### src/rtl/pll_md_config.sv
// pll_md_config: multi-profile dynamic-configuration sequencer for the Gowin PLL MD port.
//
// Holds the PLL in reset, writes each register of the selected profile over the MD port,
// reads it back and checks it, releases reset and waits for lock. Failures are retried up
// to RETRY_MAX times before parking in an error state. Optionally re-runs the profile
// when lock is lost.
//
// Ports (all in the mdclk domain except pll_lock and reset):
//   mdclk, reset       clock, asynchronous active-high reset
//   cfg_we/prof/idx/   profile table write port ({addr,data} per entry)
//   cfg_addr/cfg_data
//   start, prof_sel    request to configure profile prof_sel
//   pll_rst            PLL reset output
//   pll_lock           raw (asynchronous) PLL lock input
//   md_opc/ainc/wdi    MD command bus to the PLL, md_rdo read data back
//   busy, locked,      status: sequence running, profile locked, sticky failure
//   error, err_code
//   retry_cnt          retries used in the current run
//   cur_prof           profile last accepted
module pll_md_config #(
    parameter int unsigned NUM_PROFILES     = 4,
    parameter int unsigned REGS_PER_PROFILE = 8,
    parameter int unsigned RST_CYCLES       = 16,
    parameter int unsigned LOCK_TIMEOUT     = 65535,
    parameter int unsigned RETRY_MAX        = 3,
    parameter int unsigned AUTO_RELOCK      = 1,
    localparam int unsigned PW   = (NUM_PROFILES > 1) ? $clog2(NUM_PROFILES) : 1,
    localparam int unsigned IW   = (REGS_PER_PROFILE > 1) ? $clog2(REGS_PER_PROFILE) : 1,
    localparam int unsigned RW   = (RETRY_MAX > 0) ? $clog2(RETRY_MAX + 1) : 1
) (
    input  logic          mdclk,
    input  logic          reset,
    input  logic          cfg_we,
    input  logic [PW-1:0] cfg_prof,
    input  logic [IW-1:0] cfg_idx,
    input  logic [7:0]    cfg_addr,
    input  logic [7:0]    cfg_data,
    input  logic          start,
    input  logic [PW-1:0] prof_sel,
    output logic          pll_rst,
    input  logic          pll_lock,
    output logic [1:0]    md_opc,
    output logic          md_ainc,
    output logic [7:0]    md_wdi,
    input  logic [7:0]    md_rdo,
    output logic          busy,
    output logic          locked,
    output logic          error,
    output logic [1:0]    err_code,
    output logic [RW-1:0] retry_cnt,
    output logic [PW-1:0] cur_prof
);

    localparam int unsigned CMAX = (RST_CYCLES > LOCK_TIMEOUT) ? RST_CYCLES : LOCK_TIMEOUT;
    localparam int unsigned CW   = $clog2(CMAX + 1);

    localparam logic [1:0] OpNop     = 2'b00;
    localparam logic [1:0] OpSetAddr = 2'b01;
    localparam logic [1:0] OpWrite   = 2'b10;
    localparam logic [1:0] OpRead    = 2'b11;

    localparam logic [1:0] ErrNone     = 2'b00;
    localparam logic [1:0] ErrReadback = 2'b01;
    localparam logic [1:0] ErrTimeout  = 2'b10;

    typedef enum logic [3:0] {
        StIdle,
        StRst,
        StAddr,
        StWr,
        StRd,
        StChk,
        StRel,
        StWait,
        StFail,
        StLocked,
        StError
    } state_e;

    state_e        state_q, state_d;
    logic [CW-1:0] cnt_q, cnt_d;
    logic [IW-1:0] idx_q, idx_d;
    logic [RW-1:0] retry_q, retry_d;
    logic [1:0]    err_code_q, err_code_d;
    logic [PW-1:0] cur_prof_q, cur_prof_d;
    logic          lock_meta, lock_s;
    logic [15:0]   entry;
    logic          accept;

    // Profile table, {addr, data} per entry; intentionally not reset.
    logic [15:0] tbl_q [NUM_PROFILES][REGS_PER_PROFILE];

    always_ff @(posedge mdclk) begin
        if (cfg_we) begin
            tbl_q[cfg_prof][cfg_idx] <= {cfg_addr, cfg_data};
        end
    end

    // Two-flop synchroniser for the asynchronous lock indication.
    always_ff @(posedge mdclk or posedge reset) begin
        if (reset) begin
            lock_meta <= 1'b0;
            lock_s    <= 1'b0;
        end else begin
            lock_meta <= pll_lock;
            lock_s    <= lock_meta;
        end
    end

    always_ff @(posedge mdclk or posedge reset) begin
        if (reset) begin
            state_q    <= StIdle;
            cnt_q      <= '0;
            idx_q      <= '0;
            retry_q    <= '0;
            err_code_q <= ErrNone;
            cur_prof_q <= '0;
        end else begin
            state_q    <= state_d;
            cnt_q      <= cnt_d;
            idx_q      <= idx_d;
            retry_q    <= retry_d;
            err_code_q <= err_code_d;
            cur_prof_q <= cur_prof_d;
        end
    end

    // Read live so a table write to the running profile is seen at the next entry fetch.
    assign entry  = tbl_q[cur_prof_q][idx_q];
    assign accept = start && ((state_q == StIdle) || (state_q == StLocked) ||
                              (state_q == StError));

    always_comb begin
        state_d    = state_q;
        cnt_d      = cnt_q;
        idx_d      = idx_q;
        retry_d    = retry_q;
        err_code_d = err_code_q;
        cur_prof_d = cur_prof_q;
        pll_rst    = 1'b1;
        md_opc     = OpNop;
        md_wdi     = 8'h00;
        busy       = 1'b0;
        locked     = 1'b0;
        error      = 1'b0;

        unique case (state_q)
            StIdle: ;
            StRst: begin
                busy = 1'b1;
                if (cnt_q == CW'(RST_CYCLES - 1)) begin
                    idx_d   = '0;
                    state_d = StAddr;
                end else begin
                    cnt_d = cnt_q + 1'b1;
                end
            end
            StAddr: begin
                busy    = 1'b1;
                md_opc  = OpSetAddr;
                md_wdi  = entry[15:8];
                state_d = StWr;
            end
            StWr: begin
                busy    = 1'b1;
                md_opc  = OpWrite;
                md_wdi  = entry[7:0];
                state_d = StRd;
            end
            StRd: begin
                busy    = 1'b1;
                md_opc  = OpRead;
                state_d = StChk;
            end
            StChk: begin
                busy = 1'b1;
                if (md_rdo == entry[7:0]) begin
                    if (idx_q == IW'(REGS_PER_PROFILE - 1)) begin
                        state_d = StRel;
                    end else begin
                        idx_d   = idx_q + 1'b1;
                        state_d = StAddr;
                    end
                end else begin
                    err_code_d = ErrReadback;
                    state_d    = StFail;
                end
            end
            StRel: begin
                busy    = 1'b1;
                pll_rst = 1'b0;
                cnt_d   = '0;
                state_d = StWait;
            end
            StWait: begin
                busy    = 1'b1;
                pll_rst = 1'b0;
                if (lock_s) begin
                    state_d = StLocked;
                end else if (cnt_q == CW'(LOCK_TIMEOUT - 1)) begin
                    err_code_d = ErrTimeout;
                    state_d    = StFail;
                end else begin
                    cnt_d = cnt_q + 1'b1;
                end
            end
            StFail: begin
                busy = 1'b1;
                if (retry_q < RW'(RETRY_MAX)) begin
                    retry_d = retry_q + 1'b1;
                    cnt_d   = '0;
                    state_d = StRst;
                end else begin
                    state_d = StError;
                end
            end
            StLocked: begin
                pll_rst = 1'b0;
                locked  = 1'b1;
                if (!lock_s) begin
                    if (AUTO_RELOCK != 0) begin
                        retry_d = '0;
                        cnt_d   = '0;
                        state_d = StRst;
                    end else begin
                        state_d = StIdle;
                    end
                end
            end
            StError: begin
                error = 1'b1;
            end
            default: state_d = StIdle;
        endcase

        // A new request overrides whatever the idle-type state decided.
        if (accept) begin
            err_code_d = ErrNone;
            retry_d    = '0;
            cur_prof_d = prof_sel;
            cnt_d      = '0;
            state_d    = StRst;
        end
    end

    assign md_ainc   = 1'b0;
    assign err_code  = err_code_q;
    assign retry_cnt = retry_q;
    assign cur_prof  = cur_prof_q;

endmodule

### config.mk
export PLATFORM = sky130hd
export DESIGN_NAME = pll_md_config
export DESIGN_NICKNAME = d
export VERILOG_FILES = /design/src/rtl/pll_md_config.sv
export SDC_FILE = /design/constraint.sdc
export NUM_CORES = 1
export LEC_CHECK = 0
export ABC_CLOCK_PERIOD_IN_PS = 3350
export BUFFER_PORTS_ARGS = -buffer_cell sky130_fd_sc_hd__buf_2
export CAP_MARGIN = 0
export CORE_ASPECT_RATIO = 1.5
export CORE_UTILIZATION = 50
export CTS_CLUSTER_SIZE = 10
export DETAILED_ROUTE_END_ITERATION = 10
export GPL_ROUTABILITY_DRIVEN = 0
export PLACE_DENSITY = 0.66
export SLEW_MARGIN = 0
export SYNTH_ARGS = -nofsm -noshare
export SYNTH_HDL_FRONTEND = slang
export SYNTH_SLANG_ARGS = --single-unit
### constraint.sdc
create_clock -name mdclk -period 3.35 [get_ports mdclk]
set_input_delay 0.5025 -clock mdclk [delete_from_list [all_inputs] [get_ports mdclk]]
set_output_delay 0.5025 -clock mdclk [all_outputs]
set_load 0.02 [all_outputs]
==> impl_metrics.sql, run 1 <==
INSERT INTO impl_metrics (metric_group, metric, value, unit) VALUES
('logic_synthesis', 'syn_area', '0.0220', 'mm^2'),
('logic_synthesis', 'ys_dominant_reg_cell', 'edfxtp_1', ''),
('sta', 'report.final.slew_viol_count', '0', ''),
('power_and_ir_drop', 'leakage', '0.00851', 'uW'),
('routing', 'drc', '0', ''),
('finish', 'area_growth_syn_to_layout', '16.6', '%'),
('finish', 'postLayoutCellArea', '0.0256', 'mm^2'),
('floorplanning', 'initial_core_util', '50.9', '%'),
('sta', 'setup_repair_after_global_routing_missed_its_margin', 'yes', ''),
('hold_path', 'worst_hold_path_type', 'in2async', ''),
('floorplanning', 'top_level_ports', '57', ''),
('logic_synthesis', 'postSynthCellCount', '1191', ''),
('worst_setup_path', 'cp.required', '2.85', 'ns'),
('worst_setup_path', 'class_of_the_most_critical_setup_path', 'reg2out', ''),
('sta', 'skew', '0.0163', 'ns'),
('routing', 'highest_layer', 'met5', ''),
('clock_network', 'clock_sinks', '543', ''),
('routing', 'detailroute.wirelength.met3', '3420', 'um'),
('finish', 'final_layout_size_suffix_gt1_share', '28.9', '%'),
('worst_setup_path', 'critical-path-slowest-cell', 'mux4_2', ''),
('worst_setup_path', 'critical_path.startpoint_type', 'register', ''),
('routing', 'met2_wirelength', '27300', 'um'),
('logic_synthesis', 'yosys_warnings', '0', ''),
('global_routing', 'wire_length_of_the_first_global_routing_pass', '79300', 'um'),
('finish', 'num-fill-cells', '3101', ''),
('logic_synthesis', 'number_of_enable_type_register_cells_in_the_synthesized_netlist', '512', ''),
('logic_synthesis', 'ys_top_cells_by_area', 'edfxtp_1, mux4_2, mux2i_1, dfrtp_1, nand2_1', ''),
('clock_network', 'clock_tree.htree_level_count', '2', ''),
('placed_design', 'placed_cells_incl_taps', '1837', ''),
('run_status', 'outcome', 'complete, but fails checks', ''),
('clock_network', 'tritoncts', 'yes', ''),
('routing', 'detailroute.via_count', '11973', ''),
('floorplanning', 'dieArea', '0.0448', 'mm^2'),
('global_routing', 'grtUsageTotal', '24.4', '%'),
('floorplanning', 'floorplan.die.width', '173', 'um'),
('power_and_ir_drop', 'share_clk_of_total_power', '30.5', '%'),
('power_and_ir_drop', 'power_density', '728', 'mW/mm^2'),
('finish', 'antennaDiodeCount', '0', ''),
('floorplanning', 'fp-row-count', '93', ''),
('run_status', 'violated_checks', 'negative setup slack', ''),
('routing', 'drtIter0Drc', '1180', ''),
('sta', 'timing.max_slew.rel_slack', '42.2', '%'),
('sta', 'setup_viol_count_final', '10', ''),
('logic_synthesis', 'mappedNetlistNets', '1232', ''),
('worst_setup_path', 'worstPathMaxFanout', '9', ''),
('sta', 'achievable-frequency', '278', 'MHz'),
('routing', 'final_antenna_net_count', '0', ''),
('placed_design', 'numPortBuffers', '55', ''),
('logic_synthesis', 'synthDominantCellAreaShare', '70.0', '%'),
('sta', 'number_of_failing_hold_endpoints_at_the_final_stage', '0', ''),
('global_routing', 'grt_pass1_vias', '12322', ''),
('clock_network', 'clockRootBuffer', 'clkbuf_16', ''),
('worst_setup_path', 'critical_path.endpoint_type', 'output port', ''),
('routing', 'firstDrtPassIters', '5', ''),
('floorplanning', 'vert_die_dim', '259', 'um'),
('routing', 'vias_per_cell', '6.17', ''),
('logic_synthesis', 'synth_seq_cells', '543', ''),
('routing', 'wl_met1', '20700', 'um'),
('sta', 'post-route-worst-setup-slack', '-0.249', 'ns'),
('power_and_ir_drop', 'power.share.sequential', '41.8', '%'),
('finish', 'fin_nets', '1388', ''),
('power_and_ir_drop', 'p_comb_share', '27.7', '%'),
('clock_network', 'clockBufferDepth', '3', ''),
('sta', 'worst_slew_pin_slew', '0.867', 'ns'),
('global_routing', 'grt_remaining_overflow', '0', ''),
('flow_run', 'maxCapViolations', '0', ''),
('clock_network', 'cts_inserted_buffers', '60', ''),
('power_and_ir_drop', 'worst_ir_drop_vdd', '486', 'uV'),
('placed_design', 'preCtsSetupSlack', '-0.101', 'ns'),
('worst_setup_path', 'critical_path.cell_chain', 'buf_12 -> buf_16 -> buf_12 -> mux4_2 -> mux4_2 -> mux2i_4 -> o22ai_1 -> buf_2', ''),
('global_routing', 'pin_count_of_the_biggest_net_entering_global_routing', '42', '');
[cell families after synthesis]
logic type	share of synthesized area (%)
buffers and inverters	1.70
other	0.0171
multiplexers	14.9
flip-flops	73.5
adder cells (fa/ha/maj)	0.285
AO/OA/AOI/OAI	4.00
XOR/XNOR	0.359
AND/OR/NAND/NOR	5.21
[stage by stage]
step	util, %	total power, uW	hold WS [ns]	setup TNS (ns)
after floorplan	-	11100	0.331	0
after global placement	54.4	12400	0.344	-0.478
after detailed placement	54.4	12400	0.352	-0.496
after CTS	59.3	18800	0.0954	-1.79
after global routing	59.4	19300	0.149	-2.83
final	59.4	18700	0.0847	-1.77
[timing repair]
action,4_1_cts,5_1_grt
cloned,7,0
pin swaps,4,5
gates resized for setup,49,6
setup endpoints to repair,14,16
setup buffers,10,3
hold endpoints to repair,1,0
hold buffers,1,0
[power by group through the flow]
stage	Combinational, uW	Clock [uW]	Sequential (uW)
6_report	5170	5690	7800
4_1_cts	5180	5780	7790
5_1_grt	5500	6020	7820
2_1_floorplan	3290	0	7830
3_5_place_dp	4490	0	7960
3_3_place_gp	4460	0	7950
[worst paths after layout]
kind,start,end,slack (ns),cells after the start
min in group mdclk,prof_sel[0],cur_prof[0],0.19,3
hold / removal,reset,state_q[2],0.08,2
setup / recovery,cur_prof[0],md_wdi[1],-0.25,8
hold reg to reg,lock_meta,lock_s,0.36,0
setup reg to reg,cur_prof[1],state_q[2],-0.01,15
max in group asynchronous,reset,cnt_q[13],2.57,3
[state kept, by name, indices dropped and copies added, names as in the netlist]
name / flops
err_code: 2
cur_prof: 2
retry_cnt: 2
state_q: 4
lock_meta: 1
idx_q: 3
tbl_q: 512
lock_s: 1
cnt_q: 16
[synthesized netlist by cell type (3+ instances only)]
cell type,number
buf_6,9
clkbuf_1,22
nand2_1,66
a22oi_1,25
a31oi_1,5
nor3_1,11
xnor2_1,4
nand3b_1,6
o31ai_1,7
mux4_2,105
and3_1,6
nand3_1,27
nor2_1,59
ha_1,5
a21oi_1,29
nand2b_1,12
nor2b_1,16
a211oi_1,4
mux2i_1,90
and2_1,3
nor4_1,5
a221oi_1,7
nand4_1,7
buf_2,22
xor2_1,5
or2_2,4
a21o_1,3
edfxtp_1,512
buf_1,6
o21ai_0,35
o22ai_1,4
inv_1,5
dfrtp_1,31
[critical path: cells and delay by family, from the launching register on]
kind / cells / cell delay, ns
buffers and inverters: 4 / 0.65
DFF: 1 / 0.48
AOI/OAI and AO/OA: 1 / 0.11
muxes: 3 / 1.24
[routing by layer]
layer  vias to the layer above  GRT usage (%)
met1                      6229           31.5
met2                       522           41.7
met4                         2           10.3
li1                       5118              -
met5                         -              0
met3                       102           3.45
[cell type report]
| cell class | count | area, um^2 | share of cell area [%] |
|---|---|---|---|
| repair buffers | 156 | 1400 | 5.47 |
| well taps | 570 | 713 | 2.78 |
| clock buffers | 82 | 1580 | 6.18 |
| multi-input cells | 579 | 5690 | 22.2 |
| flip-flops and latches | 543 | 16200 | 63.1 |
| inverters | 7 | 26.3 | 0.103 |
| clock inverters | 5 | 55.1 | 0.215 |
[placed cells by master (no fill, tap or decap), types with 3 or more instances in the layout]
| cell type | netlist | routed |
|---|---|---|
| nor2_2 | 0 | 32 |
| nand4_1 | 7 | 7 |
| o31ai_1 | 7 | 5 |
| nor4_2 | 2 | 3 |
| a211oi_1 | 4 | 4 |
| nand3b_1 | 6 | 6 |
| buf_16 | 0 | 9 |
| o21ai_1 | 2 | 4 |
| nor2_1 | 59 | 27 |
| clkbuf_1 | 22 | 22 |
| nor4_1 | 5 | 3 |
| mux2i_1 | 90 | 84 |
| a22oi_2 | 0 | 3 |
| and3_1 | 6 | 6 |
| nor2b_1 | 16 | 16 |
| xor2_1 | 5 | 5 |
| buf_2 | 22 | 50 |
| a22oi_1 | 25 | 22 |
| ha_1 | 5 | 5 |
| nand3_1 | 27 | 27 |
| o21ai_0 | 35 | 32 |
| a21o_1 | 3 | 3 |
| nand2_1 | 66 | 66 |
| a31oi_1 | 5 | 5 |
| buf_6 | 9 | 6 |
| a221oi_1 | 7 | 7 |
| clkbuf_16 | 0 | 60 |
| mux4_2 | 105 | 105 |
| dfrtp_1 | 31 | 29 |
| nor3_1 | 11 | 10 |
| buf_12 | 0 | 10 |
| or2_2 | 4 | 4 |
| xnor2_1 | 4 | 4 |
| nand2b_1 | 12 | 12 |
| buf_4 | 2 | 79 |
| mux2i_4 | 0 | 4 |
| inv_1 | 5 | 5 |
| a21oi_1 | 29 | 27 |
| edfxtp_1 | 512 | 512 |
(Power assumes the default switching activity.)
==> run 2: changes to the inputs <==
--- a/config.mk
+++ b/config.mk
@@ -5,7 +5,7 @@
 export SDC_FILE = /design/constraint.sdc
 export NUM_CORES = 1
 export LEC_CHECK = 0
-export ABC_CLOCK_PERIOD_IN_PS = 3350
+export ABC_CLOCK_PERIOD_IN_PS = 4000
 export BUFFER_PORTS_ARGS = -buffer_cell sky130_fd_sc_hd__buf_2
 export CAP_MARGIN = 0
 export CORE_ASPECT_RATIO = 1.5
==> constraint.sdc (replaced) <==
create_clock -name mdclk -period 4 [get_ports mdclk]
set_input_delay 0.6 -clock mdclk [delete_from_list [all_inputs] [get_ports mdclk]]
set_output_delay 0.6 -clock mdclk [all_outputs]
set_load 0.02 [all_outputs]
==> run 2 against run 1 <==
The flow now finishes without violations. Clock skew decreased by 0.0053 ns. First-iteration DRC count decreased by 0.25%. Non-clock buffer count decreased by 46. Worst hold slack got worse by 0.021 ns. Cell area decreased by 2.7%. Sequential cell count unchanged. Core utilization decreased by 1.6 points. Critical path type unchanged. Critical endpoint is now md_wdi[5]. Highest routed layer unchanged.
==> impl_metrics.sql, run 2 (same netlist as run 1, synthesis figures left out) <==
INSERT INTO impl_metrics (metric_group, metric, value, unit) VALUES
('floorplanning', 'top_level_ports', '57', ''),
('routing', 'wl', '52100', 'um'),
('finish', 'biggestRegsByFlops', 'tbl_q: 512 flops, cnt_q: 16 flops, state_q: 4 flops', ''),
('placed_design', 'numPortBuffers', '55', ''),
('clock_network', 'clockBufferDepth', '3', ''),
('finish', 'antennaDiodeCount', '0', ''),
('worst_setup_path', 'worstPathMaxFanout', '37', ''),
('routing', 'drtIter0Drc', '1177', ''),
('global_routing', 'pin_count_of_the_biggest_net_entering_global_routing', '39', ''),
('floorplanning', 'floorplan.die.width', '173', 'um'),
('worst_setup_path', 'critical-path-slowest-cell', 'dfrtp_4', ''),
('floorplanning', 'fp-row-count', '93', ''),
('sta', 'setup_repair_after_global_routing_missed_its_margin', 'no', ''),
('flow_run', 'maxCapViolations', '0', ''),
('floorplanning', 'initial_core_util', '50.9', '%'),
('sta', 'setup_tns', '0', 'ns'),
('finish', 'final_layout_size_suffix_gt1_share', '24.8', '%'),
('run_status', 'outcome', 'finished clean', ''),
('placed_design', 'dp_hpwl', '31400', 'um'),
('power_and_ir_drop', 'share_clk_of_total_power', '31.8', '%'),
('worst_setup_path', 'critical_path.endpoint_type', 'output port', ''),
('finish', 'final_cell_mix', 'edfxtp_1, mux4_2, mux2i_1', ''),
('routing', 'vias_per_cell', '6.14', ''),
('finish', 'final_core_utilization', '57.7', '%'),
('sta', 'skew', '0.0109', 'ns'),
('clock_network', 'tritoncts', 'yes', ''),
('finish', 'layout_commonest_cell', 'edfxtp_1', ''),
('routing', 'detailroute.via_count', '11644', ''),
('power_and_ir_drop', 'total_power', '15000', 'uW'),
('global_routing', 'grt_pass1_vias', '11871', ''),
('global_routing', 'grt_antenna_before_repair', '1', ''),
('floorplanning', 'coreArea', '0.0432', 'mm^2'),
('clock_network', 'cts_inserted_buffers', '60', ''),
('power_and_ir_drop', 'worst_ir_drop_vdd', '346', 'uV'),
('floorplanning', 'vert_die_dim', '259', 'um'),
('routing', 'final_antenna_net_count', '0', ''),
('power_and_ir_drop', 'power.switching', '4150', 'uW'),
('sta', 'setup_viol_count_final', '0', ''),
('floorplanning', 'dieArea', '0.0448', 'mm^2'),
('routing', 'drc', '0', ''),
('power_and_ir_drop', 'cell_internal_pwr', '10800', 'uW'),
('clock_network', 'clock_tree.htree_level_count', '2', ''),
('global_routing', 'grtUsageTotal', '23.7', '%'),
('clock_network', 'clockRootBuffer', 'clkbuf_16', ''),
('sta', 'timing.max_slew.rel_slack', '17.6', '%'),
('clock_network', 'clock_sinks', '543', ''),
('sta', 'number_of_failing_hold_endpoints_at_the_final_stage', '0', ''),
('worst_setup_path', 'critical_path.startpoint_type', 'register', ''),
('worst_setup_path', 'worst_path_largest_cell_delay', '0.58', 'ns'),
('clock_network', 'clk_latency', '0.59', 'ns'),
('worst_setup_path', 'critical_path_arrival', '3.33', 'ns'),
('worst_setup_path', 'cp.required', '3.40', 'ns'),
('global_routing', 'wire_length_of_the_first_global_routing_pass', '76600', 'um'),
('routing', 'avgRoutedWirePerCell', '27.5', 'um'),
('clock_network', 'clk_pin_slew_worst_paths', '0.06', 'ns'),
('hold_path', 'worst_hold_path_type', 'in2async', ''),
('sta', 'report.final.slew_viol_count', '0', ''),
('sta', 'worst_slew_pin_slew', '1.23', 'ns'),
('routing', 'firstDrtPassIters', '5', ''),
('worst_setup_path', 'class_of_the_most_critical_setup_path', 'reg2out', ''),
('finish', 'area_growth_syn_to_layout', '13.4', '%'),
('finish', 'largest_register_ff_count', '512', ''),
('finish', 'fin_nets', '1342', ''),
('power_and_ir_drop', 'p_comb_share', '24.0', '%'),
('power_and_ir_drop', 'power.share.switching', '27.7', '%'),
('worst_setup_path', 'critical_path.most_common_cell', 'mux4_2', ''),
('global_routing', 'grt_remaining_overflow', '0', ''),
('finish', 'num-fill-cells', '3171', ''),
('sta', 'achievable-frequency', '254', 'MHz'),
('power_and_ir_drop', 'power_density', '600', 'mW/mm^2'),
('power_and_ir_drop', 'power.share.sequential', '44.1', '%'),
('finish', 'regMostFlops', 'tbl_q', ''),
('worst_setup_path', 'critical_path.cell_chain', 'buf_16 -> mux4_2 -> mux4_2 -> mux2i_1 -> o21ai_0 -> buf_2', ''),
('sta', 'time_the_final_worst_path_needs_with_i_o_delays_and_setup', '3.93', 'ns'),
('sta', 'final.period_utilization', '98.3', '%'),
('power_and_ir_drop', 'leakage', '0.00818', 'uW');
[run 2: cell count changes in the layout (fill, tap and decap cells not counted), sizes merged]
| cell | delta |
|---|---|
| clkinv | -3 |
| dlygate4sd3 | -1 |
| bufbuf | -1 |
| clkbuf | +3 |
| clkinvlp | +1 |
| buf | -44 |
[run 2: critical path, delay by kind of cell (launching register included)]
| kind | cells | cell delay, ns |
|---|---|---|
| AOI/OAI and AO/OA | 1 | 0.21 |
| muxes | 3 | 1.39 |
| DFF | 1 | 0.58 |
| buffers and inverters | 2 | 0.49 |
[run 2: power groups by stage]
stage               sequential, uW  combinational, uW  clock, uW
detailed placement            6740               3530          0
CTS                           6600               3610       4850
finish                        6600               3590       4760
global placement              6730               3490          0
global route                  6620               3850       5040
floorplan                     6560               2740          0
[run 2: path summary, 6_finish.rpt]
check,from,end,slack [ns],cells after the start
min in group mdclk,pll_lock,lock_meta,0.13,1
max in group asynchronous,reset,cnt_q[0],3.27,3
setup / recovery,cur_prof[0],md_wdi[5],0.07,6
setup reg to reg,cur_prof[1],idx_q[1],0.57,12
hold reg to reg,lock_meta,lock_s,0.36,0
hold / removal,reset,idx_q[0],0.06,2
[run 2: what timing repair did]
item                       in CTS  in global routing
resized for setup               1                  3
hold buffers                    0                  0
setup endpoints to repair       4                  2
buffers inserted                1                  0
gates cloned                    0                  0
[run 2: metal layers]
layer	global-route usage (%)	share of wire, %	vias up
met5	0	0.025	-
met4	8.63	3.2	2
met3	3.26	6.3	112
met2	40.4	51	497
met1	31.4	40	6021
li1	-	-	5012
[run 2: area by class of cell]
cell class              instances  area (um^2)  share of cell area (%)
repair buffers                110          800                    3.21
well taps                     570          713                    2.86
flip-flops and latches        543        16200                    64.8
inverters                       7         26.3                   0.105
multi-input cells             579         5580                    22.4
clock buffers                  85         1620                    6.49
clock inverters                 3         25.0                   0.100
[run 2: metrics by stage]
step	instances	hold WS, ns	instance area [um^2]	worst slack, ns
6_report	1897	0.0633	24900	0.0675
5_1_grt	1897	0.0973	24900	0.00201
4_1_cts	1897	0.0616	24900	0.0229
3_5_place_dp	1808	0.343	23200	0.390
3_3_place_gp	1808	0.342	23200	0.488
2_1_floorplan	1191	0.331	22000	0.443
==> run 3: changes to the inputs <==
--- a/config.mk
+++ b/config.mk
@@ -5,7 +5,7 @@
 export SDC_FILE = /design/constraint.sdc
 export NUM_CORES = 1
 export LEC_CHECK = 0
-export ABC_CLOCK_PERIOD_IN_PS = 4000
+export ABC_CLOCK_PERIOD_IN_PS = 5040
 export BUFFER_PORTS_ARGS = -buffer_cell sky130_fd_sc_hd__buf_2
 export CAP_MARGIN = 0
 export CORE_ASPECT_RATIO = 1.5
@@ -14,7 +14,6 @@
 export DETAILED_ROUTE_END_ITERATION = 10
 export GPL_ROUTABILITY_DRIVEN = 0
 export PLACE_DENSITY = 0.66
-export SLEW_MARGIN = 0
 export SYNTH_ARGS = -nofsm -noshare
 export SYNTH_HDL_FRONTEND = slang
 export SYNTH_SLANG_ARGS = --single-unit
==> constraint.sdc (replaced) <==
create_clock -name mdclk -period 5.04 [get_ports mdclk]
set_input_delay 0.504 -clock mdclk [delete_from_list [all_inputs] [get_ports mdclk]]
set_output_delay 0.504 -clock mdclk [all_outputs]
set_load 0.02 [all_outputs]
==> run 3 against run 2 <==
Sequential share of layout area grew 0.34 points. Clock skew grew 0.00082 ns. Global-route usage shrank 0.25 points. Via count shrank 0.44%. Sequential power shrank 20%. Core utilization shrank 0.30 points. Worst setup slack gained 0.61 ns. Clock-buffer cell count grew 1. Non-clock buffer count shrank 4. Critical path type unchanged.
==> impl_metrics.sql, run 3 (same netlist as run 1, synthesis figures left out) <==
INSERT INTO impl_metrics (metric_group, metric, value, unit) VALUES
('run_status', 'outcome', 'finished clean', ''),
('worst_setup_path', 'r2r.worst_path.cells', '10', ''),
('hold_path', 'min_delay_worst_endpoint', 'cur_prof[1]', ''),
('clock_network', 'clock_tree.htree_level_count', '2', ''),
('clock_network', 'clock_sinks', '543', ''),
('power_and_ir_drop', 'p_comb_share', '22.5', '%'),
('power_and_ir_drop', 'cell_internal_pwr', '8500', 'uW'),
('worst_setup_path', 'critical_path.cell_chain', 'buf_4 -> buf_4 -> mux4_2 -> mux4_2 -> mux2i_1 -> o21ai_0 -> buf_2', ''),
('global_routing', 'grt_pass1_vias', '12093', ''),
('floorplanning', 'coreArea', '0.0432', 'mm^2'),
('routing', 'final_antenna_net_count', '0', ''),
('finish', 'biggestRegsByFlops', 'tbl_q: 512 flops, cnt_q: 16 flops, state_q: 4 flops', ''),
('placed_design', 'numPortBuffers', '55', ''),
('finish', 'final_cell_mix', 'edfxtp_1, mux4_2, mux2i_1', ''),
('global_routing', 'grt_remaining_overflow', '0', ''),
('clock_network', 'cts_inserted_buffers', '60', ''),
('routing', 'drtIter0Drc', '1013', ''),
('finish', 'regMostFlops', 'tbl_q', ''),
('floorplanning', 'floorplan.die.width', '173', 'um'),
('sta', 'setup_repair_after_global_routing_missed_its_margin', 'no', ''),
('sta', 'number_of_failing_hold_endpoints_at_the_final_stage', '0', ''),
('floorplanning', 'fp-row-count', '93', ''),
('sta', 'setup_viol_count_final', '0', ''),
('placed_design', 'placed_cell_area', '0.0231', 'mm^2'),
('worst_setup_path', 'critical-path-slowest-cell', 'dfrtp_4', ''),
('global_routing', 'wire_length_of_the_first_global_routing_pass', '76600', 'um'),
('global_routing', 'pin_count_of_the_biggest_net_entering_global_routing', '46', ''),
('hold_path', 'worst_hold_path_type', 'in2reg', ''),
('finish', 'num-fill-cells', '3205', ''),
('finish', 'final_layout_size_suffix_gt1_share', '24.3', '%'),
('power_and_ir_drop', 'power.share.switching', '27.6', '%'),
('finish', 'area_growth_syn_to_layout', '12.8', '%'),
('placed_design', 'dp_hpwl', '31100', 'um'),
('finish', 'sequential_cell_area', '0.0162', 'mm^2'),
('finish', 'fin_nets', '1338', ''),
('worst_setup_path', 'worst_path_largest_cell_delay', '0.92', 'ns'),
('floorplanning', 'vert_die_dim', '259', 'um'),
('hold_path', 'min_path_cells', '3', ''),
('sta', 'time_the_final_worst_path_needs_with_i_o_delays_and_setup', '4.36', 'ns'),
('power_and_ir_drop', 'power_density', '473', 'mW/mm^2'),
('floorplanning', 'initial_core_util', '50.9', '%'),
('worst_setup_path', 'critical_path.startpoint_type', 'register', ''),
('power_and_ir_drop', 'leakage', '0.00814', 'uW'),
('finish', 'layout_commonest_cell', 'edfxtp_1', ''),
('sta', 'skew', '0.0118', 'ns'),
('clock_network', 'clk_latency', '0.59', 'ns'),
('power_and_ir_drop', 'power.share.sequential', '45.0', '%'),
('finish', 'largest_register_ff_count', '512', ''),
('finish', 'multi_input_area', '0.00555', 'mm^2'),
('flow_run', 'maxCapViolations', '0', ''),
('power_and_ir_drop', 'worst_ir_drop_vdd', '283', 'uV'),
('sta', 'worst_slew_pin_slew', '1.16', 'ns'),
('worst_setup_path', 'critical_path_arrival', '3.85', 'ns'),
('sta', 'final.period_utilization', '86.5', '%'),
('routing', 'firstDrtPassIters', '7', ''),
('floorplanning', 'top_level_ports', '57', ''),
('hold_path', 'min-delay-start', 'prof_sel[1]', ''),
('sta', 'setup_tns', '0', 'ns'),
('routing', 'drc', '0', ''),
('worst_setup_path', 'worstPathMaxFanout', '45', ''),
('power_and_ir_drop', 'power.switching', '3240', 'uW'),
('clock_network', 'hold_buffers', '2', ''),
('sta', 'report.final.slew_viol_count', '0', ''),
('sta', 'timing.max_slew.rel_slack', '22.6', '%'),
('routing', 'vias_per_cell', '6.12', ''),
('routing', 'wl', '51500', 'um'),
('power_and_ir_drop', 'share_clk_of_total_power', '32.5', '%'),
('clock_network', 'clockRootBuffer', 'clkbuf_16', ''),
('clock_network', 'setup_buffers_after_cts', '0', ''),
('clock_network', 'clockBufferDepth', '3', ''),
('worst_setup_path', 'class_of_the_most_critical_setup_path', 'reg2out', ''),
('finish', 'antennaDiodeCount', '0', ''),
('clock_network', 'clk_pin_slew_worst_paths', '0.06', 'ns'),
('worst_setup_path', 'reg2reg_slack', '1.21', 'ns'),
('global_routing', 'grtUsageTotal', '23.5', '%'),
('worst_setup_path', 'critical_path.endpoint_type', 'output port', ''),
('clock_network', 'ctsResizeCount', '0', ''),
('worst_setup_path', 'regToRegEndpoint', 'idx_q[2]', ''),
('floorplanning', 'dieArea', '0.0448', 'mm^2'),
('finish', 'postLayoutCellArea', '0.0248', 'mm^2'),
('global_routing', 'grt_antenna_before_repair', '0', ''),
('routing', 'avgRoutedWirePerCell', '27.2', 'um'),
('worst_setup_path', 'cp.required', '4.54', 'ns'),
('worst_setup_path', 'rr_startpoint', 'cur_prof[1]', ''),
('routing', 'detailroute.via_count', '11593', ''),
('sta', 'achievable-frequency', '229', 'MHz'),
('clock_network', 'tritoncts', 'yes', '');
## run 3: cell count changes in the layout (fill, tap and decap cells not counted), moves of 2 or more
cell           previous run  this run
nor2_2                   25        29
dlygate4sd3_1             0         2
clkinv_1                  1         3
nor2_4                    7         3
buf_12                    7         2
## run 3: area by class of cell
type | count | area share, %
sequential | 543 | 65.2
multi-input combinational | 579 | 22.4
clock buffer | 86 | 6.58
tap | 570 | 2.88
timing repair buffer | 106 | 2.78
inverter | 7 | 0.106
clock inverter | 4 | 0.101
## run 3: per-stage QoR
stage | cells | setup slack (ns) | power, uW | hold WS, ns | utilization (%)
3_3_place_gp | 1803 | 1.32 | 8000 | 0.340 | 53.5
6_report | 1895 | 0.681 | 11700 | 0.152 | 57.4
3_5_place_dp | 1803 | 1.24 | 8040 | 0.339 | 53.5
5_1_grt | 1895 | 0.555 | 12200 | 0.134 | 57.4
2_1_floorplan | 1191 | 1.58 | 7380 | 0.331 | -
4_1_cts | 1895 | 0.651 | 11800 | 0.119 | 57.4
## run 3: worst max-delay path, delay by kind of cell (launching register included)
kind	cells	cell delay, ns
flops	1	0.92
mux	3	1.16
buf+inv	3	1.00
compound gates	1	0.17
## run 3: routing by layer
metal	share of wire, %	vias to the layer above	GRT usage (%)
met5	0	-	0
met4	2.8	0	8.14
met2	52	464	41.4
met1	39	6034	29.5
met3	6.0	89	3.80
li1	-	5006	-
## run 3: worst max-delay path by stage
stage | from | end | slack, ns
6_report | cur_prof[1] | md_wdi[5] | 0.68
5_1_grt | cur_prof[0] | md_wdi[4] | 0.56
4_1_cts | cur_prof[0] | md_wdi[4] | 0.65
3_5_place_dp | cur_prof[1] | idx_q[1] | 1.24
3_3_place_gp | cur_prof[0] | md_wdi[4] | 1.32
2_1_floorplan | cur_prof[0] | md_wdi[3] | 1.58
## run 3: power by group through the flow
stage,Clock (uW),Combinational [uW],Sequential (uW)
after floorplan,0,2170,5200
after global placement,0,2620,5370
after detailed placement,0,2660,5380
after CTS,3870,2670,5290
after global routing,4030,2840,5310
final,3810,2640,5290
